<file path="src/rtl/traffic_phase_sequencer.sv">
// Two-lane traffic light sequencer: runs G1/Y1/G2/Y2 from shadowed config times on a 1 Hz tick.
// Optional night-flash mode is compiled in with `define NIGHT_FLASH_EN.
module traffic_phase_sequencer #(
    parameter int unsigned MAX_TIME   = 99,
    parameter int unsigned DEF_GREEN  = 25,
    parameter int unsigned DEF_YELLOW = 5
) (
    input  logic       clk,
    input  logic       reset,
    input  logic [2:0] enable,
    input  logic       tick,
    input  logic [6:0] greenTime,
    input  logic [6:0] yellowTime,
    input  logic [6:0] redTime,
    output logic [2:0] lightLane1,
    output logic [2:0] lightLane2,
    output logic [6:0] timeLane1,
    output logic [6:0] timeLane2,
    output logic [2:0] state,
    output logic       cfgError
);

    typedef enum logic [2:0] {
        ST_IDLE  = 3'd0,
        ST_G1    = 3'd1,
        ST_Y1    = 3'd2,
        ST_G2    = 3'd3,
        ST_Y2    = 3'd4,
        ST_FLASH = 3'd5
    } phase_e;

    localparam logic [2:0] LAMP_R   = 3'b100;
    localparam logic [2:0] LAMP_Y   = 3'b010;
    localparam logic [2:0] LAMP_G   = 3'b001;
    localparam logic [2:0] EN_RUN   = 3'b001;
    localparam logic [2:0] EN_FLASH = 3'b100;

    localparam logic [6:0] DEF_G7  = 7'(DEF_GREEN);
    localparam logic [6:0] DEF_Y7  = 7'(DEF_YELLOW);
    localparam logic [6:0] DEF_R7  = 7'(DEF_GREEN + DEF_YELLOW);
    localparam logic [7:0] MAX_T8  = 8'(MAX_TIME);

    phase_e     state_q, state_d;
    logic [6:0] t1_q, t1_d;
    logic [6:0] t2_q, t2_d;
    logic [2:0] light1_q, light1_d;
    logic [2:0] light2_q, light2_d;
    logic [6:0] green_q, green_d;
    logic [6:0] yellow_q, yellow_d;
    logic [6:0] red_q, red_d;
    logic       cfg_err_q, cfg_err_d;
    logic       flash_on_q, flash_on_d;

    logic       run_req;
    logic       flash_req;
    logic       load_cycle;
    logic       cfg_valid;
    logic [7:0] sum8;
    logic [6:0] samp_g, samp_y, samp_r;

    assign run_req = (enable == EN_RUN);
`ifdef NIGHT_FLASH_EN
    assign flash_req = (enable == EN_FLASH);
`else
    assign flash_req = 1'b0;
`endif

    // Sum widened to 8 bits so e.g. 100+30 cannot alias a small redTime.
    always_comb begin
        sum8      = {1'b0, greenTime} + {1'b0, yellowTime};
        cfg_valid = (greenTime != '0) && (yellowTime != '0) &&
                    ({1'b0, redTime} <= MAX_T8) && ({1'b0, redTime} == sum8);
        samp_g    = cfg_valid ? greenTime  : DEF_G7;
        samp_y    = cfg_valid ? yellowTime : DEF_Y7;
        samp_r    = cfg_valid ? redTime    : DEF_R7;
    end

    always_comb begin
        state_d    = state_q;
        t1_d       = t1_q;
        t2_d       = t2_q;
        green_d    = green_q;
        yellow_d   = yellow_q;
        red_d      = red_q;
        cfg_err_d  = cfg_err_q;
        flash_on_d = flash_on_q;
        load_cycle = 1'b0;
        light1_d   = LAMP_R;
        light2_d   = LAMP_R;

        if (flash_req) begin
            if (state_q != ST_FLASH) begin
                state_d    = ST_FLASH;
                flash_on_d = 1'b1;
            end else if (tick) begin
                flash_on_d = ~flash_on_q;
            end
            t1_d = '0;
            t2_d = '0;
        end else if (!run_req || state_q == ST_FLASH) begin
            state_d = ST_IDLE;
            t1_d    = '0;
            t2_d    = '0;
        end else begin
            case (state_q)
                ST_IDLE: load_cycle = 1'b1;
                ST_G1: if (tick) begin
                    if (t1_q == 7'd1) begin
                        state_d = ST_Y1;
                        t1_d    = yellow_q;
                    end else begin
                        t1_d = t1_q - 7'd1;
                    end
                    t2_d = t2_q - 7'd1;
                end
                ST_Y1: if (tick) begin
                    if (t1_q == 7'd1) begin
                        state_d = ST_G2;
                        t1_d    = red_q;
                        t2_d    = green_q;
                    end else begin
                        t1_d = t1_q - 7'd1;
                        t2_d = t2_q - 7'd1;
                    end
                end
                ST_G2: if (tick) begin
                    if (t2_q == 7'd1) begin
                        state_d = ST_Y2;
                        t2_d    = yellow_q;
                    end else begin
                        t2_d = t2_q - 7'd1;
                    end
                    t1_d = t1_q - 7'd1;
                end
                ST_Y2: if (tick) begin
                    if (t2_q == 7'd1) begin
                        load_cycle = 1'b1;
                    end else begin
                        t1_d = t1_q - 7'd1;
                        t2_d = t2_q - 7'd1;
                    end
                end
                default: ;
            endcase
        end

        // Config is only consumed here, so mid-cycle input changes wait for the next G1.
        if (load_cycle) begin
            state_d   = ST_G1;
            green_d   = samp_g;
            yellow_d  = samp_y;
            red_d     = samp_r;
            cfg_err_d = ~cfg_valid;
            t1_d      = samp_g;
            t2_d      = samp_r;
        end

        case (state_d)
            ST_G1:    light1_d = LAMP_G;
            ST_Y1:    light1_d = LAMP_Y;
            ST_G2:    light2_d = LAMP_G;
            ST_Y2:    light2_d = LAMP_Y;
            ST_FLASH: begin
                light1_d = flash_on_d ? LAMP_Y : '0;
                light2_d = flash_on_d ? LAMP_Y : '0;
            end
            default: ;
        endcase
    end

    always_ff @(posedge clk) begin
        if (reset) begin
            state_q    <= ST_IDLE;
            t1_q       <= '0;
            t2_q       <= '0;
            light1_q   <= LAMP_R;
            light2_q   <= LAMP_R;
            green_q    <= '0;
            yellow_q   <= '0;
            red_q      <= '0;
            cfg_err_q  <= 1'b0;
            flash_on_q <= 1'b0;
        end else begin
            state_q    <= state_d;
            t1_q       <= t1_d;
            t2_q       <= t2_d;
            light1_q   <= light1_d;
            light2_q   <= light2_d;
            green_q    <= green_d;
            yellow_q   <= yellow_d;
            red_q      <= red_d;
            cfg_err_q  <= cfg_err_d;
            flash_on_q <= flash_on_d;
        end
    end

    assign lightLane1 = light1_q;
    assign lightLane2 = light2_q;
    assign timeLane1  = t1_q;
    assign timeLane2  = t2_q;
    assign state      = state_q;
    assign cfgError   = cfg_err_q;

endmodule

</file>
<file path="config.mk">
export PLATFORM = sky130hd
export DESIGN_NAME = traffic_phase_sequencer
export DESIGN_NICKNAME = d
export VERILOG_FILES = /design/src/rtl/traffic_phase_sequencer.sv
export SDC_FILE = /design/constraint.sdc
export NUM_CORES = 1
export LEC_CHECK = 0
export ABC_AREA = 1
export BUFFER_PORTS_ARGS = -buffer_cell sky130_fd_sc_hd__buf_2
export CORE_MARGIN = 4
export CORE_UTILIZATION = 25
export DETAILED_ROUTE_END_ITERATION = 8
export PLACE_DENSITY = 0.5
export SYNTH_ARGS = -nofsm -noshare
export SYNTH_HDL_FRONTEND = slang
export SYNTH_SLANG_ARGS = --single-unit
</file>
<file path="constraint.sdc">
create_clock -name clk -period 3.1 [get_ports clk]
set_input_delay 0.465 -clock clk [delete_from_list [all_inputs] [get_ports clk]]
set_output_delay 0.465 -clock clk [all_outputs]
set_load 0.02 [all_outputs]
</file>
Word-level counts from Yosys, hierarchy flattened. Index checks and enable logic that the tools add are counted.

Multiplexer cells: 38. Order comparisons: 1. $add $sub $neg: 3. Equal/unequal tests: 19. Reduce and logical (&&, ||, !) cells: 10. Bitwise logic cells: 1.

Operators by type and width (count): 7-bit 2-to-1 mux (21); 7-bit one-hot mux with 4 select lines (2); 3-bit one-hot mux with 3 select lines (3); 3-bit 2-to-1 mux (8); 4-bit inequality test, second input constant (5); 7-bit by 1-bit equality test with 1-bit output, second input constant (2); 7-bit nonzero test (2); 7-bit by 1-bit subtractor with 7-bit output, second input constant (2); 3-bit by 2-bit equality test with 1-bit output, second input constant (4); 3-bit equality test, second input constant (4); 3-bit by 1-bit equality test with 1-bit output, second input constant (3); 7-bit by 7-bit adder with 8-bit output (1); 7-bit by 8-bit equality test with 1-bit output (1); 7-bit <= comparator, second input constant (1); 6-bit AND reduction (1); 6-bit nonzero test (1); 1-bit logical AND (3); 3-bit zero test (1); 1-bit 2-to-1 mux (3); 1-bit one-hot mux with 2 select lines (1); 1-bit zero test (1); 1-bit logical OR (1); 1-bit inverter (1).

Output and inout port bits: 24. Flip-flop bits (word level): 45. Logic and storage cells: 81. Input bits: 27.

Longest topological paths before layout. Gate-level depths: netlist of the first run.

Depth in word-level cells: 8. Mapped depth: 18. Depth with buffers taken out: 17.

Worst setup path after synthesis of the first run. Ideal clock, no wire load.

Kind: input port to flip-flop. Start: input port greenTime[0]. End: register green_q[3]. Slack: 0.910 ns. Stages on the path: 17. Library setup time: 0.110 ns. Arrival time: 2.080 ns. Path buffers: 1. Cell sequence: ha_1 -> inv_1 -> fa_1 -> inv_1 -> nand2_1 -> nand3_1 -> nor2_1 -> nand3_1 -> nor2_1 -> nand2_1 -> nor2_1 -> nand3_1 -> nand2_1 -> buf_4 -> nand3_1 -> nand2_1 -> inv_1.

Longest elaborated chain between the ends: 5. Elaborated cells between the ends (all ways): 7.

Ends and longest elaborated chain: start, declared (RTL line 12) `input logic [6:0] greenTime,`; parallel branches: the longest is 3 deep, another holds 7-bit by 7-bit adder with 8-bit output; 1-bit logical AND * (RTL line 72) `({1'b0, redTime} <= MAX_T8) && ({1'b0, redTime} == sum8);`; 7-bit 2-to-1 mux * (RTL line 73) `samp_g = cfg_valid ? greenTime : DEF_G7;`; end signal, assigned (RTL line 189) `green_q <= green_d;`; end, declared (RTL line 48) `logic [6:0] green_q, green_d;`.

Every way passes the cells marked *. A chain may end at the register's enable or synchronous reset.

Worst setup path in the final report of the first run.
Start: register t2_q[1], in the netlist timeLane2[1]. End: register t2_q[0], in the netlist timeLane2[0].

Longest elaborated chain between the ends: 7. Elaborated cells between the ends (all ways): 17.

Ends and longest elaborated chain: start, declared (RTL line 45) `logic [6:0] t2_q, t2_d;`; start signal, assigned (RTL line 186) `t2_q <= t2_d;`; 7-bit by 1-bit equality test with 1-bit output * (RTL line 127, 136); 1-bit 2-to-1 mux (RTL line 136) `if (t2_q == 7'd1) begin`; 1-bit 2-to-1 mux (RTL line 135) `ST_Y2: if (tick) begin`; 1-bit one-hot mux with 2 select lines (RTL line 105) `case (state_q)`; 1-bit 2-to-1 mux (RTL line 100) `end else if (!run_req || state_q == ST_FLASH) begin`; 4-bit inequality test (no source line) / 6-bit nonzero test (equally long branches); 6-bit AND reduction (no source line).

Mark *: on every way between the ends. The rest lies on a longest branch, timed or not. The select of a mux whose other input is x is not followed.

==> results of run 1 <==
## cells in the mapped netlist (3+ instances only)
master and instances:
nand3b_1 3, ha_1 11, nand3_1 56, o21ai_1 4, xor2_1 7, xnor2_1 3, clkbuf_1 4, buf_2 4
nor2_1 47, nand2_4 4, nand2_1 123, a21oi_1 37, inv_1 77, nor2_4 5, nor3_1 5, dfxtp_1 45
buf_6 3, inv_2 5, o21ai_0 38, o211ai_1 3
## metal layers
metal	global-route usage (%)	vias up	part of all wire, %
met3	2.69	14	6.7
met4	3.78	0	1.9
met5	0	-	0
li1	-	1728	-
met2	22.5	106	45
met1	19.7	1572	46
## per-stage QoR
| step | cells | worst slack, ns |
|---|---|---|
| after floorplan | 512 | 0.910 |
| after global placement | 726 | 0.475 |
| after detailed placement | 726 | 0.455 |
| after CTS | 733 | 0.754 |
| after global routing | 733 | 0.499 |
| final | 733 | 0.729 |
## flip-flops by register name (all words and copies together) (netlist names)
signal / count
timeLane1: 7
lightLane2: 3
red_q: 7
timeLane2: 7
green_q: 7
cfgError: 1
state: 3
yellow_q: 7
lightLane1: 3
## final cells by class
| type | instances | area, um2 |
|---|---|---|
| sequential | 45 | 901 |
| timing repair buffer | 56 | 295 |
| fill | 1447 | 8840 |
| multi-input combinational | 370 | 1910 |
| inverter | 83 | 312 |
| clock buffer | 7 | 143 |
| tap | 172 | 215 |
## kinds of logic after synthesis
| logic type | count (synthesis) | synth area share [%] |
|---|---|---|
| fa+ha+maj | 12 | 4.89 |
| flops | 45 | 27.9 |
| simple gates | 259 | 36.7 |
| buf+inv | 97 | 12.7 |
| compound gates | 89 | 15.0 |
| xor+xnor | 10 | 2.72 |
## critical path: stages (launching register included)
cell and delay (ns):
dfxtp_1 0.37, inv_1 0.10, ha_1 0.18, inv_1 0.05, nor2_1 0.04, inv_1 0.09
nor2_4 0.06, nand2_1 0.11, nand2_1 0.12, nand2_1 0.13, nand2_4 0.13, nor2_4 0.33
inv_1 0.25, o21ai_0 0.22, a21oi_1 0.07
## power by group
part / switching [mW] / internal [mW] / total (mW)
sequential: 0.0143 / 0.596 / 0.610
combinational: 0.176 / 0.0976 / 0.273
clock: 0.219 / 0.317 / 0.536
total: 0.409 / 1.01 / 1.42
## path summary, 6_finish.rpt
kind | from | to | cells after the start
worst min-delay path | red_q[0] | red_q[0] | 2
worst min register to register | red_q[0] | red_q[0] | 2
worst max register to register | timeLane2[1] | timeLane2[0] | 14
worst max-delay path | timeLane2[1] | timeLane2[0] | 14
## layout by cell type, fill, tap and decap left out, types with 6 or more instances in the layout
cell | netlist | routed
a21oi_1 | 37 | 37
buf_2 | 4 | 50
buf_4 | 2 | 6
dfxtp_1 | 45 | 45
ha_1 | 11 | 11
inv_1 | 77 | 77
nand2_1 | 123 | 123
nand3_1 | 56 | 56
nor2_1 | 47 | 47
o21ai_0 | 38 | 38
xor2_1 | 7 | 7
==> flow_metrics.env, run 1 <==
export IMPL_ant_nets=0
export IMPL_synth_top_area_share_pct=27.9
export IMPL_place_port_buffers=50
export IMPL_crit_path_end_kind="flop"
export IMPL_status="complete, no violations"
export IMPL_slew_viol_final=0
export IMPL_first_iter_violations=249
export IMPL_synth_edf_count=0
export IMPL_slew_limit_headroom_pct=58.6
export IMPL_n_antenna_cell=0
export IMPL_synth_net_count=551
export IMPL_drcViolationCount=0
export IMPL_first_global_vias=3234
export IMPL_cts_repair_resized=0
export IMPL_cts_tree="done"
export IMPL_clock_skew_ns=0.00621
export IMPL_io_pins=51
export IMPL_ys_types=40
export IMPL_hold_class="flop to flop"
export IMPL_num_rows=41
export IMPL_hpwlAfterDp_um=8120
export IMPL_layout_min_cycle_time_ns=2.37
export IMPL_core_area_um2=12600
export IMPL_finalHoldViolations=0
export IMPL_fin_tns_setup_ns=0
export IMPL_ir_drop_mv=0.173
export IMPL_clock_root_buffer="clkbuf_16"
export IMPL_nNetsFinal=600
export IMPL_worst_pin_slew_ns=0.618
export IMPL_overflow=0
export IMPL_crit_type="flop to flop"
export IMPL_ys_async_sr_fraction_pct=0
export IMPL_antenna_found_initial=0
export IMPL_cts_sinks=45
export IMPL_yosysSeqAreaShare_pct=27.9
export IMPL_synthTopCellsByArea="dfxtp_1, nand2_1, inv_1, nand3_1, o21ai_0"
export IMPL_maxCapViolations=0
export IMPL_clkTransAtPathRegs_ns=0.06
export IMPL_grt_pass1_wl_um=16700
export IMPL_synth_avg_cell_area_um2=6.30
export IMPL_worst_ep_arrival_time_ns=2.54
export IMPL_holdWs_ns=0.471
export IMPL_avgViaCountPerCell=4.67
export IMPL_yosysTopAreaCell="dfxtp_1"
export IMPL_clock_path_buffers=2
export IMPL_die_area_um2=14800
export IMPL_power_per_cell_area_nw_per_um2=376
export IMPL_grt_max_degree=24
export IMPL_h_tree_depth=2
export IMPL_first_pass_iters=4
export IMPL_setup_violations_final=0
export IMPL_die_h_um=122
export IMPL_fmaxAchievable_mhz=422
export IMPL_area_growth_pct=17.2
export IMPL_place_area_um2=3640
export IMPL_synth_flop_cell="dfxtp_1"
export IMPL_wl_per_cell_um=14.1
export IMPL_gp_congestion=0.873
export IMPL_clk_latency_ns=0.29
export IMPL_die_width_um=122
export IMPL_grt_use_total_pct=14.2
export IMPL_regToRegSetupSlack_ns=0.73
export IMPL_finalInstanceArea_um2=3780
export IMPL_synthCells=512
export IMPL_rsz0062_at_grt="no"
export IMPL_initial_core_util_pct=25.6
export IMPL_numCtsBuffers=5
export IMPL_p_leak_nw=1.89
export IMPL_totalWireLength_um=10300
export IMPL_cts_setup_buffers=0
export IMPL_fin_util_pct=30.0
export IMPL_power_mw=1.42
export IMPL_ys_warn_count=0
export IMPL_cp_start_kind="flop"
export IMPL_hold_buffers=0
export IMPL_synth_seq_cells=45
export IMPL_netlist_area_um2=3220
export IMPL_dr_total_vias=3420
export IMPL_period_share_pct=76.5
export IMPL_final_layout_size_suffix_gt1_share_pct=15.3
export IMPL_critPathMaxFanout=12
export IMPL_cp_required_ns=3.27
Note: power is estimated with default switching activity, not from simulation.
==> inputs of run 2 (changes only) <==
==> constraint.sdc (replaced) <==
create_clock -name clk -period 2.2 [get_ports clk]
set_input_delay 0.33 -clock clk [delete_from_list [all_inputs] [get_ports clk]]
set_output_delay 0.33 -clock clk [all_outputs]
set_load 0.02 [all_outputs]
==> run 2 against run 1 <==
Effect of this change:
- cell count up 4.1%
- clock power is 63% higher
- sequential share of layout area is 2.5 points lower
- sequential power rose by 41%
- sequential cell count unchanged
- critical path depth increased by 4
- cell area up 12%
- largest cell class unchanged
- critical endpoint is now timeLane2[3]
- setup slack got worse by 0.70 ns
- register-to-register slack got worse by 0.55 ns
==> flow_metrics.env, run 2 (synthesis gave the netlist of run 1 again) <==
export IMPL_cts_tree="done"
export IMPL_critPathMaxStageDelay_ns=0.54
export IMPL_mostFrequentLayoutCells="nand2_1, inv_1, buf_2"
export IMPL_fmaxAchievable_mhz=461
export IMPL_worstReg2RegStart="timeLane2[1]"
export IMPL_first_iter_violations=198
export IMPL_critPathMaxFanout=5
export IMPL_clk_latency_ns=0.28
export IMPL_first_global_vias=3355
export IMPL_worst_ep_arrival_time_ns=2.35
export IMPL_layout_commonest_cell="nand2_1"
export IMPL_rsz0062_at_grt="yes"
export IMPL_cp_required_ns=2.38
export IMPL_clkTransAtPathRegs_ns=0.06
export IMPL_cts_sinks=45
export IMPL_grt_use_total_pct=14.1
export IMPL_place_port_buffers=50
export IMPL_p_leak_nw=2.16
export IMPL_hold_class="input port to flop"
export IMPL_hpwlAfterDp_um=8310
export IMPL_slew_limit_headroom_pct=58.4
export IMPL_period_share_pct=98.7
export IMPL_h_tree_depth=2
export IMPL_gp_congestion=0.919
export IMPL_clock_root_buffer="clkbuf_16"
export IMPL_initial_core_util_pct=25.6
export IMPL_overflow=0
export IMPL_startpoint="yellowTime[0]"
export IMPL_dp_cells=747
export IMPL_first_pass_iters=5
export IMPL_place_area_um2=3810
export IMPL_numCtsBuffers=5
export IMPL_io_pins=51
export IMPL_ir_drop_mv=0.328
export IMPL_status="complete, no violations"
export IMPL_ant_nets=0
export IMPL_clock_path_buffers=2
export IMPL_crit_type="input port to flop"
export IMPL_crit_path_end_kind="flop"
export IMPL_min_from="yellowTime[5]"
export IMPL_dr_total_vias=3515
export IMPL_final_layout_size_suffix_gt1_share_pct=24.7
export IMPL_num_rows=41
export IMPL_fin_util_pct=33.5
export IMPL_hold_buffers=0
export IMPL_wl_per_cell_um=14.1
export IMPL_nNetsFinal=629
export IMPL_layout_min_cycle_time_ns=2.17
export IMPL_crit_path_top_delay_cell="fa_2"
export IMPL_n_antenna_cell=0
export IMPL_path_delay_family="simple AND/OR/NAND/NOR gates"
export IMPL_crit_path_frequent_cell="nand2_1"
export IMPL_totalWireLength_um=10700
export IMPL_die_area_um2=14800
export IMPL_grt_max_degree=23
export IMPL_die_h_um=122
export IMPL_finalInstanceArea_um2=4230
export IMPL_clock_skew_ns=0.00610
export IMPL_power_per_cell_area_nw_per_um2=514
export IMPL_crit_path_cell_trace="buf_8 -> ha_4 -> inv_2 -> fa_2 -> inv_2 -> nand2_1 -> nand3_1 -> nor2_1 -> nand3_1 -> nor2_1 -> nand2_1 -> nor2_2 -> nand3_2 -> nand2_4 -> clkbuf_16 -> nand3_2 -> nand2_1 -> inv_1"
export IMPL_maxCapViolations=0
export IMPL_antenna_found_initial=0
export IMPL_finalHoldViolations=0
export IMPL_fin_cells=763
export IMPL_setup_violations_final=0
export IMPL_core_area_um2=12600
export IMPL_worst_pin_slew_ns=0.620
export IMPL_worst_path_buf_inv=5
export IMPL_drcViolationCount=0
export IMPL_grt_pass1_wl_um=16600
export IMPL_avgViaCountPerCell=4.61
export IMPL_cp_start_kind="input port"
export IMPL_die_width_um=122
export IMPL_area_growth_pct=31.2
export IMPL_slew_viol_final=0
-- run 2: cell types whose count changed in the layout (fill, tap and decap cells not counted), sizes merged --
cell	delta
buf	+27
clkbuf	+2
bufinv	+1
clkinvlp	+1
inv	-1
-- run 2: power breakdown --
part / total (mW) / leakage (nW) / internal [mW] / switching, mW
Clock: 0.871 / 0.0841 / 0.567 / 0.304
Combinational: 0.443 / 1.71 / 0.177 / 0.265
Sequential: 0.858 / 0.366 / 0.840 / 0.0188
-- run 2: worst paths after layout --
kind / to / slack, ns / cells past startpoint
worst max register to register: yellow_q[3] / 0.18 / 14
worst min-delay path: yellow_q[5] / 0.41 / 3
worst max-delay path: timeLane2[3] / 0.03 / 18
worst min register to register: cfgError / 0.47 / 2
-- run 2: cell type report --
type / count / area [um2]
clock buffers: 7 / 143
clock inverters: 1 / 30.0
fillers: 1402 / 8390
inverters: 83 / 320
multi-input cells: 370 / 2040
flip-flops and latches: 45 / 901
well taps: 172 / 215
repair buffers: 85 / 581
-- run 2: repair_timing --
action	CTS	global route
gates resized for setup	0	40
endpoints found under the setup margin	8	37
pin swaps	1	12
setup buffers	1	4
cloned	0	3
-- run 2: worst min-delay path: stages --
cell     delay, ns
buf_2         0.12
nor2_1        0.13
nor3b_2       0.06
-- run 2: per-stage QoR --
stage	hold slack (ns)	TNS (ns)	setup slack [ns]	total power, mW
after global routing	0.445	-1.57	-0.0914	2.30
after detailed placement	0.461	-6.59	-0.253	1.28
after CTS	0.367	0	0.0333	2.16
after floorplan	0.445	0	0.145	1.14
final	0.405	0	0.0289	2.17
after global placement	0.458	-4.91	-0.227	1.28
-- run 2: layer usage --
metal | track usage [%] | up-vias | wire length, um
li1 | - | 1781 | -
met1 | 18.6 | 1598 | 4720
met2 | 23.8 | 123 | 5090
met3 | 2.46 | 13 | 748
met4 | 3.57 | 0 | 170
met5 | 0 | - | 0
